## config.mk

```make
export PLATFORM = sky130hd
export DESIGN_NAME = checkpoint_unit
export DESIGN_NICKNAME = d
export VERILOG_FILES = /design/src/rtl/checkpoint_unit.sv
export SDC_FILE = /design/constraint.sdc
export NUM_CORES = 2
export LEC_CHECK = 0
export BUFFER_PORTS_ARGS = -buffer_cell sky130_fd_sc_hd__buf_2
export CAP_MARGIN = 10
export CORE_ASPECT_RATIO = 0.6
export CORE_UTILIZATION = 25
export DETAILED_ROUTE_END_ITERATION = 8
export GPL_TIMING_DRIVEN = 0
export SYNTH_ARGS = -nofsm -noshare
export SYNTH_HDL_FRONTEND = slang
export SYNTH_SLANG_ARGS = --single-unit
```

## constraint.sdc

```tcl
create_clock -name clk_i -period 7.3 [get_ports clk_i]
set_clock_uncertainty 0.1 [all_clocks]
set_input_delay 0.365 -clock clk_i [delete_from_list [all_inputs] [get_ports clk_i]]
set_output_delay 0.365 -clock clk_i [all_outputs]
set_load 0.03 [all_outputs]
```

## src/rtl/checkpoint_unit.sv

```systemverilog
// -----------------------------------------------------------------------------
// checkpoint_unit
//
// Purpose:
//   Writer side of the fault-recovery shadow state. Periodically (or on
//   request) stalls the core, sweeps its PC and GPR file into the inactive
//   half of a double-buffered shadow store, then flips the active half in a
//   single cycle so the committed checkpoint changes atomically. The last
//   good checkpoint is served on a combinational replay read port. A fault
//   during capture discards the partial copy and parks the unit in HOLD
//   until the recovery controller signals resume.
//
// Ports:
//   clk_i          clock
//   rst_ni         asynchronous active-low reset
//   error_i        fault detected; aborts capture, freezes store (top priority)
//   resume_i       recovery finished pulse; leaves HOLD
//   ckpt_req_i     force a checkpoint now (ignored outside IDLE)
//   stall_o        stall request to the core while capturing
//   core_rdy_i     core stalled and quiescent (ack to stall_o)
//   core_pc_i      core PC, captured on the accept cycle
//   core_raddr_o   core GPR read address during the sweep
//   core_rdata_i   GPR data, valid one cycle after core_raddr_o
//   valid_o        a committed checkpoint exists
//   replay_addr_i  replay read address
//   replay_gpr_o   committed GPR[replay_addr_i] (0 while nothing committed)
//   replay_pc_o    committed PC (0 while nothing committed)
//
// Handshake: stall_o is a request held high from WAIT_RDY through SWEEP;
// core_rdy_i is its acknowledge, sampled only in WAIT_RDY. Once acknowledged
// the core must remain stalled until stall_o falls.
// -----------------------------------------------------------------------------
module checkpoint_unit #(
    parameter int ADDR_WIDTH = 5,
    parameter int DATA_WIDTH = 32,
    parameter int PERIOD     = 1024
) (
    input  logic                  clk_i,
    input  logic                  rst_ni,
    input  logic                  error_i,
    input  logic                  resume_i,
    input  logic                  ckpt_req_i,
    output logic                  stall_o,
    input  logic                  core_rdy_i,
    input  logic [DATA_WIDTH-1:0] core_pc_i,
    output logic [ADDR_WIDTH-1:0] core_raddr_o,
    input  logic [DATA_WIDTH-1:0] core_rdata_i,
    output logic                  valid_o,
    input  logic [ADDR_WIDTH-1:0] replay_addr_i,
    output logic [DATA_WIDTH-1:0] replay_gpr_o,
    output logic [DATA_WIDTH-1:0] replay_pc_o
);

    localparam int NUM_REG = 2 ** ADDR_WIDTH;
    localparam int TIMER_W = (PERIOD > 2) ? $clog2(PERIOD) : 1;
    localparam logic [ADDR_WIDTH-1:0] LAST_ADDR  = ADDR_WIDTH'(NUM_REG - 1);
    localparam logic [TIMER_W-1:0]    TIMER_LAST = TIMER_W'(PERIOD - 1);

    typedef enum logic [2:0] {
        S_IDLE     = 3'd0,
        S_WAIT_RDY = 3'd1,
        S_SWEEP    = 3'd2,
        S_COMMIT   = 3'd3,
        S_HOLD     = 3'd4
    } state_e;

    state_e                state_q, state_d;
    logic [TIMER_W-1:0]    timer_q, timer_d;
    logic [ADDR_WIDTH-1:0] raddr_q, raddr_d;
    logic                  good_bank_q;
    logic                  valid_q;

    logic [DATA_WIDTH-1:0] gpr_bank_q [2][NUM_REG];
    logic [DATA_WIDTH-1:0] pc_bank_q  [2];

    // Decoded strobes from the output process
    logic                  pc_we;
    logic                  gpr_we;
    logic [ADDR_WIDTH-1:0] gpr_waddr;
    logic                  commit_en;

    // ------------------------------------------------------------------
    // FSM: state register
    // ------------------------------------------------------------------
    always_ff @(posedge clk_i or negedge rst_ni) begin
        if (!rst_ni) begin
            state_q <= S_IDLE;
        end else begin
            state_q <= state_d;
        end
    end

    // ------------------------------------------------------------------
    // FSM: next state. error_i overrides everything else.
    // ------------------------------------------------------------------
    always_comb begin
        state_d = state_q;
        if (error_i) begin
            state_d = S_HOLD;
        end else begin
            case (state_q)
                S_IDLE: begin
                    if (ckpt_req_i || (timer_q == TIMER_LAST)) begin
                        state_d = S_WAIT_RDY;
                    end
                end
                S_WAIT_RDY: begin
                    if (core_rdy_i) begin
                        state_d = S_SWEEP;
                    end
                end
                S_SWEEP: begin
                    if (raddr_q == LAST_ADDR) begin
                        state_d = S_COMMIT;
                    end
                end
                S_COMMIT: begin
                    state_d = S_IDLE;
                end
                S_HOLD: begin
                    if (resume_i) begin
                        state_d = S_IDLE;
                    end
                end
                default: begin
                    state_d = S_IDLE;
                end
            endcase
        end
    end

    // ------------------------------------------------------------------
    // FSM: outputs and datapath strobes
    // ------------------------------------------------------------------
    always_comb begin
        stall_o   = 1'b0;
        pc_we     = 1'b0;
        gpr_we    = 1'b0;
        gpr_waddr = '0;
        commit_en = 1'b0;
        case (state_q)
            S_WAIT_RDY: begin
                stall_o = 1'b1;
                pc_we   = core_rdy_i && !error_i;
            end
            S_SWEEP: begin
                stall_o = 1'b1;
                // Read data lags the address by one cycle, so the first
                // sweep cycle (address 0) has nothing to store yet.
                gpr_we    = (raddr_q != '0) && !error_i;
                gpr_waddr = raddr_q - ADDR_WIDTH'(1);
            end
            S_COMMIT: begin
                gpr_we    = !error_i;
                gpr_waddr = LAST_ADDR;
                commit_en = !error_i;
            end
            default: begin
            end
        endcase
    end

    // ------------------------------------------------------------------
    // Timer and sweep address
    // ------------------------------------------------------------------
    always_comb begin
        timer_d = '0;
        if ((state_q == S_IDLE) && (state_d == S_IDLE)) begin
            timer_d = timer_q + TIMER_W'(1);
        end
    end

    always_comb begin
        raddr_d = '0;
        if ((state_q == S_SWEEP) && !error_i && (raddr_q != LAST_ADDR)) begin
            raddr_d = raddr_q + ADDR_WIDTH'(1);
        end
    end

    always_ff @(posedge clk_i or negedge rst_ni) begin
        if (!rst_ni) begin
            timer_q <= '0;
            raddr_q <= '0;
        end else begin
            timer_q <= timer_d;
            raddr_q <= raddr_d;
        end
    end

    // ------------------------------------------------------------------
    // Shadow store. Captures always target the inactive bank; the commit
    // flips good_bank_q, which is what makes the update atomic.
    // ------------------------------------------------------------------
    always_ff @(posedge clk_i or negedge rst_ni) begin
        if (!rst_ni) begin
            good_bank_q <= 1'b0;
            valid_q     <= 1'b0;
            for (int b = 0; b < 2; b++) begin
                pc_bank_q[b] <= '0;
                for (int r = 0; r < NUM_REG; r++) begin
                    gpr_bank_q[b][r] <= '0;
                end
            end
        end else begin
            if (pc_we) begin
                pc_bank_q[!good_bank_q] <= core_pc_i;
            end
            if (gpr_we) begin
                gpr_bank_q[!good_bank_q][gpr_waddr] <= core_rdata_i;
            end
            if (commit_en) begin
                good_bank_q <= !good_bank_q;
                valid_q     <= 1'b1;
            end
        end
    end

    assign core_raddr_o = raddr_q;
    assign valid_o      = valid_q;
    assign replay_gpr_o = valid_q ? gpr_bank_q[good_bank_q][replay_addr_i] : '0;
    assign replay_pc_o  = valid_q ? pc_bank_q[good_bank_q] : '0;

endmodule
```

==> impl_metrics.tcl <==
set metrics [dict create \
    rrSetupSlack_ps 2430 \
    synth_edf_count 0 \
    die_h_um 487 \
    crit_slowest_cell "buf_2" \
    worstSetupStartpointType "register" \
    p_leak_nw 54.5 \
    use_met1_pct 30.4 \
    wl_per_cell_um 38.3 \
    final_cell_mix "dfrtp_1 (2,132), mux2_2 (2,034), mux4_2 (540)" \
    viasPerCell 5.51 \
    synth_cells 6148 \
    dr.pass1.iters 6 \
    violations "max-capacitance violations, max-slew violations" \
    setup_tns_ps 0 \
    grt_usage_pct 22.7 \
    start_util_pct 25.2 \
    synth_cell_types 71 \
    ys_ff_latch 2132 \
    hp-start "core_rdata_i[16]" \
    fmaxAchievable_mhz 148 \
    maxCapViolCount 2 \
    cts_buffers 204 \
    synth_area_per_cell_um2 15.9 \
    relSlewSlack_pct -3.08 \
    r2r-start "good_bank_q$_DFFE_PN0P_" \
    cts_resized 0 \
    grt_use_met2_pct 28.2 \
    drive_above_1_share_pct 53.1 \
    power_switching_mw 6.72 \
    synthArstFlopShare_pct 100 \
    drt-total-wl_um 460000 \
    place_ws_ps 541 \
    grt_pass1_wl_um 604000 \
    drc 0 \
    comb_power_share_pct 8.0 \
    p_int_mw 18.4 \
    setup_viol 0 \
    critPathMaxFanout 10 \
    power_frac_seq_pct 47.3 \
    ir_worst_vdd_mv 0.204 \
    cts_max_level 4 \
    gp_congestion 1.00 \
    grt_use_met3_pct 15.3 \
    antenna_found_initial 102 \
    syn2layout_area_growth_pct 16.4 \
    clock_sinks 2132 \
    max_slew.worst_pin.slew_ps 1540 \
    hold_viol 0 \
    path_delay_family "buffers and inverters" \
    nets 6670 \
    clkTransAtPathRegs_ps 80 \
    final_common_cell "dfrtp_1" \
    clock_power_share_pct 44.7 \
    path_common_cell "buf_4" \
    min_path_type "in2reg" \
    cp.required_ps 6840 \
    holdWs_ps 25.7 \
    finalMaxSlewViolations 12 \
    worst_setup_path_end_kind "output port" \
    portBuffers 110 \
    grt_pass1_vias 64488 \
    ys.flop_type "dfrtp_1" \
    coreArea_um2 389000 \
    status "complete, but fails checks" \
    yosys.area.top_type "dfrtp_1" \
    fp.dieArea_um2 394000 \
    worstPathArrival_ps 6310 \
    hold_depth 2 \
    globalRoute.busiestLayer "met1" \
    fin_crit_sh_pct 92.8 \
    path_cells "buf_4 > buf_4 > buf_2 > buf_4 > mux4_2 > mux2i_1 > o22ai_1 > a21oi_1 > o21ai_0 > buf_2" \
    power_density_nw_per_um2 220 \
    placementRows 177 \
    syn_area_um2 97900 \
    drtAntennaViolNets 0 \
    r2r-end "gpr_bank_q[1734]$_DFFE_PN0P_" \
    yosys.area.top_type_share_pct 54.5 \
    cts_tree "yes" \
    crit_type "reg2out" \
    yosys_warnings 0 \
    die_width_um 810 \
    rsz0062_at_grt "false" \
    fin_ws_ps 526 \
    cp.buffers_inverters 5 \
    swShare_pct 26.8 \
    gr-total-overflow 0 \
    worstSkewPairLatency_ps 950 \
    synth_area_leaders "dfrtp_1 (55%), mux2_2 (23%), mux4_2 (12%)" \
    rr_worst_depth 10 \
    grt_max_degree 180 \
    yosysSeqAreaShare_pct 54.5 \
    syn_nets 6227 \
    post-dp-hpwl_um 336000 \
    drtIter0Drc 9509 \
    clock_path_buffers 4 \
    cts_root_buf "clkbuf_16" \
    fin_util_pct 29.3 \
    min_period_ps 6770 \
    io-pin-count 146 \
    worst_hold_path.endpoint "gpr_bank_q[688]$_DFFE_PN0P_" \
    vias 66072 \
    max_stage_delay_ps 880 \
]
## logic make-up after synthesis
group | Yosys count | share of synthesized area (%)
AO/OA/AOI/OAI | 209 | 1.43
XOR/XNOR | 12 | 0.107
adder cells (fa/ha/maj) | 4 | 0.0511
buffers and inverters | 626 | 3.19
flip-flops | 2132 | 54.5
multiplexers | 2846 | 39.1
AND/OR/NAND/NOR | 319 | 1.61
## layout make-up
| class | count | area (µm²) |
|---|---|---|
| clock inverter | 64 | 678 |
| sequential | 2132 | 53400 |
| buffer | 616 | 3170 |
| inverter | 10 | 38.8 |
| timing repair buffer | 237 | 2650 |
| tap | 5191 | 6490 |
| multi-input combinational | 3390 | 41400 |
| fill | 38516 | 275000 |
| clock buffer | 297 | 6010 |
| antenna | 52 | 130 |
## worst max-delay path by stage
stage / startpoint / endpoint / slack [ps] / depth (start not counted)
after floorplan: replay_addr_i[0] / replay_gpr_o[27] / 3990 / 8
after global placement: rst_ni / gpr_bank_q[1552]$_DFFE_PN0P_ / -40660 / 1
after detailed placement: replay_addr_i[0] / replay_gpr_o[27] / 540 / 10
after CTS: replay_addr_i[0] / replay_gpr_o[27] / 540 / 10
after global routing: good_bank_q$_DFFE_PN0P_ / replay_gpr_o[6] / 580 / 10
final: good_bank_q$_DFFE_PN0P_ / replay_gpr_o[2] / 530 / 10
## what timing repair did
| item | CTS | global route |
|---|---|---|
| buffers inserted | 0 | 0 |
| hold endpoints to repair | 424 | 0 |
| hold buffers | 48 | 0 |
## per-layer routing
metal  vias to the layer above  share of wire (%)
li1                      23779                  -
met1                     36407                 41
met2                      4974                 37
met3                       850                 18
met4                        62                3.8
met5                         -               0.31
## synthesized netlist by cell type, drive strengths merged, types with 4 or more instances
| cell type | instances |
|---|---|
| dfrtp | 2132 |
| mux2 | 2132 |
| nand2 | 113 |
| a211oi | 27 |
| or2 | 4 |
| nor2 | 79 |
| a221oi | 4 |
| xor2 | 6 |
| and3 | 10 |
| mux2i | 174 |
| ha | 4 |
| xnor2 | 6 |
| o221ai | 5 |
| nand2b | 7 |
| o2111ai | 6 |
| o21ai | 29 |
| inv | 9 |
| clkbuf | 257 |
| mux4 | 540 |
| a21oi | 52 |
| a31oi | 6 |
| and2 | 8 |
| o211ai | 13 |
| a22oi | 27 |
| nand3 | 19 |
| nor3b | 6 |
| buf | 359 |
| o22ai | 21 |
| nor2b | 36 |
| nand4 | 4 |
| nor3 | 21 |
## state kept, by name, summed over array words and instances, names as in the netlist
register / flops
timer_q: 10
state_q: 3
good_bank_q: 1
gpr_bank_q: 2048
pc_bank_q: 64
valid_o: 1
core_raddr_o: 5
## power groups by stage
stage | clock, mW | combinational, mW | sequential [mW]
2_1_floorplan | 0 | 0.592 | 12.1
3_3_place_gp | 0 | 1.74 | 12.1
3_5_place_dp | 0 | 1.86 | 12.1
4_1_cts | 11.2 | 1.89 | 11.9
5_1_grt | 11.7 | 1.99 | 11.9
6_report | 11.2 | 2.00 | 11.9
## stage by stage
stage / cell area (µm²) / power, mW / cells
final: 114000 / 25.1 / 11989
after global routing: 114000 / 25.5 / 11940
after CTS: 114000 / 24.9 / 11929
after detailed placement: 107000 / 14.0 / 11520
after global placement: 105000 / 13.9 / 11449
after floorplan: 97900 / 12.7 / 6148
No activity file was read; power rests on OpenSTA's default activity.
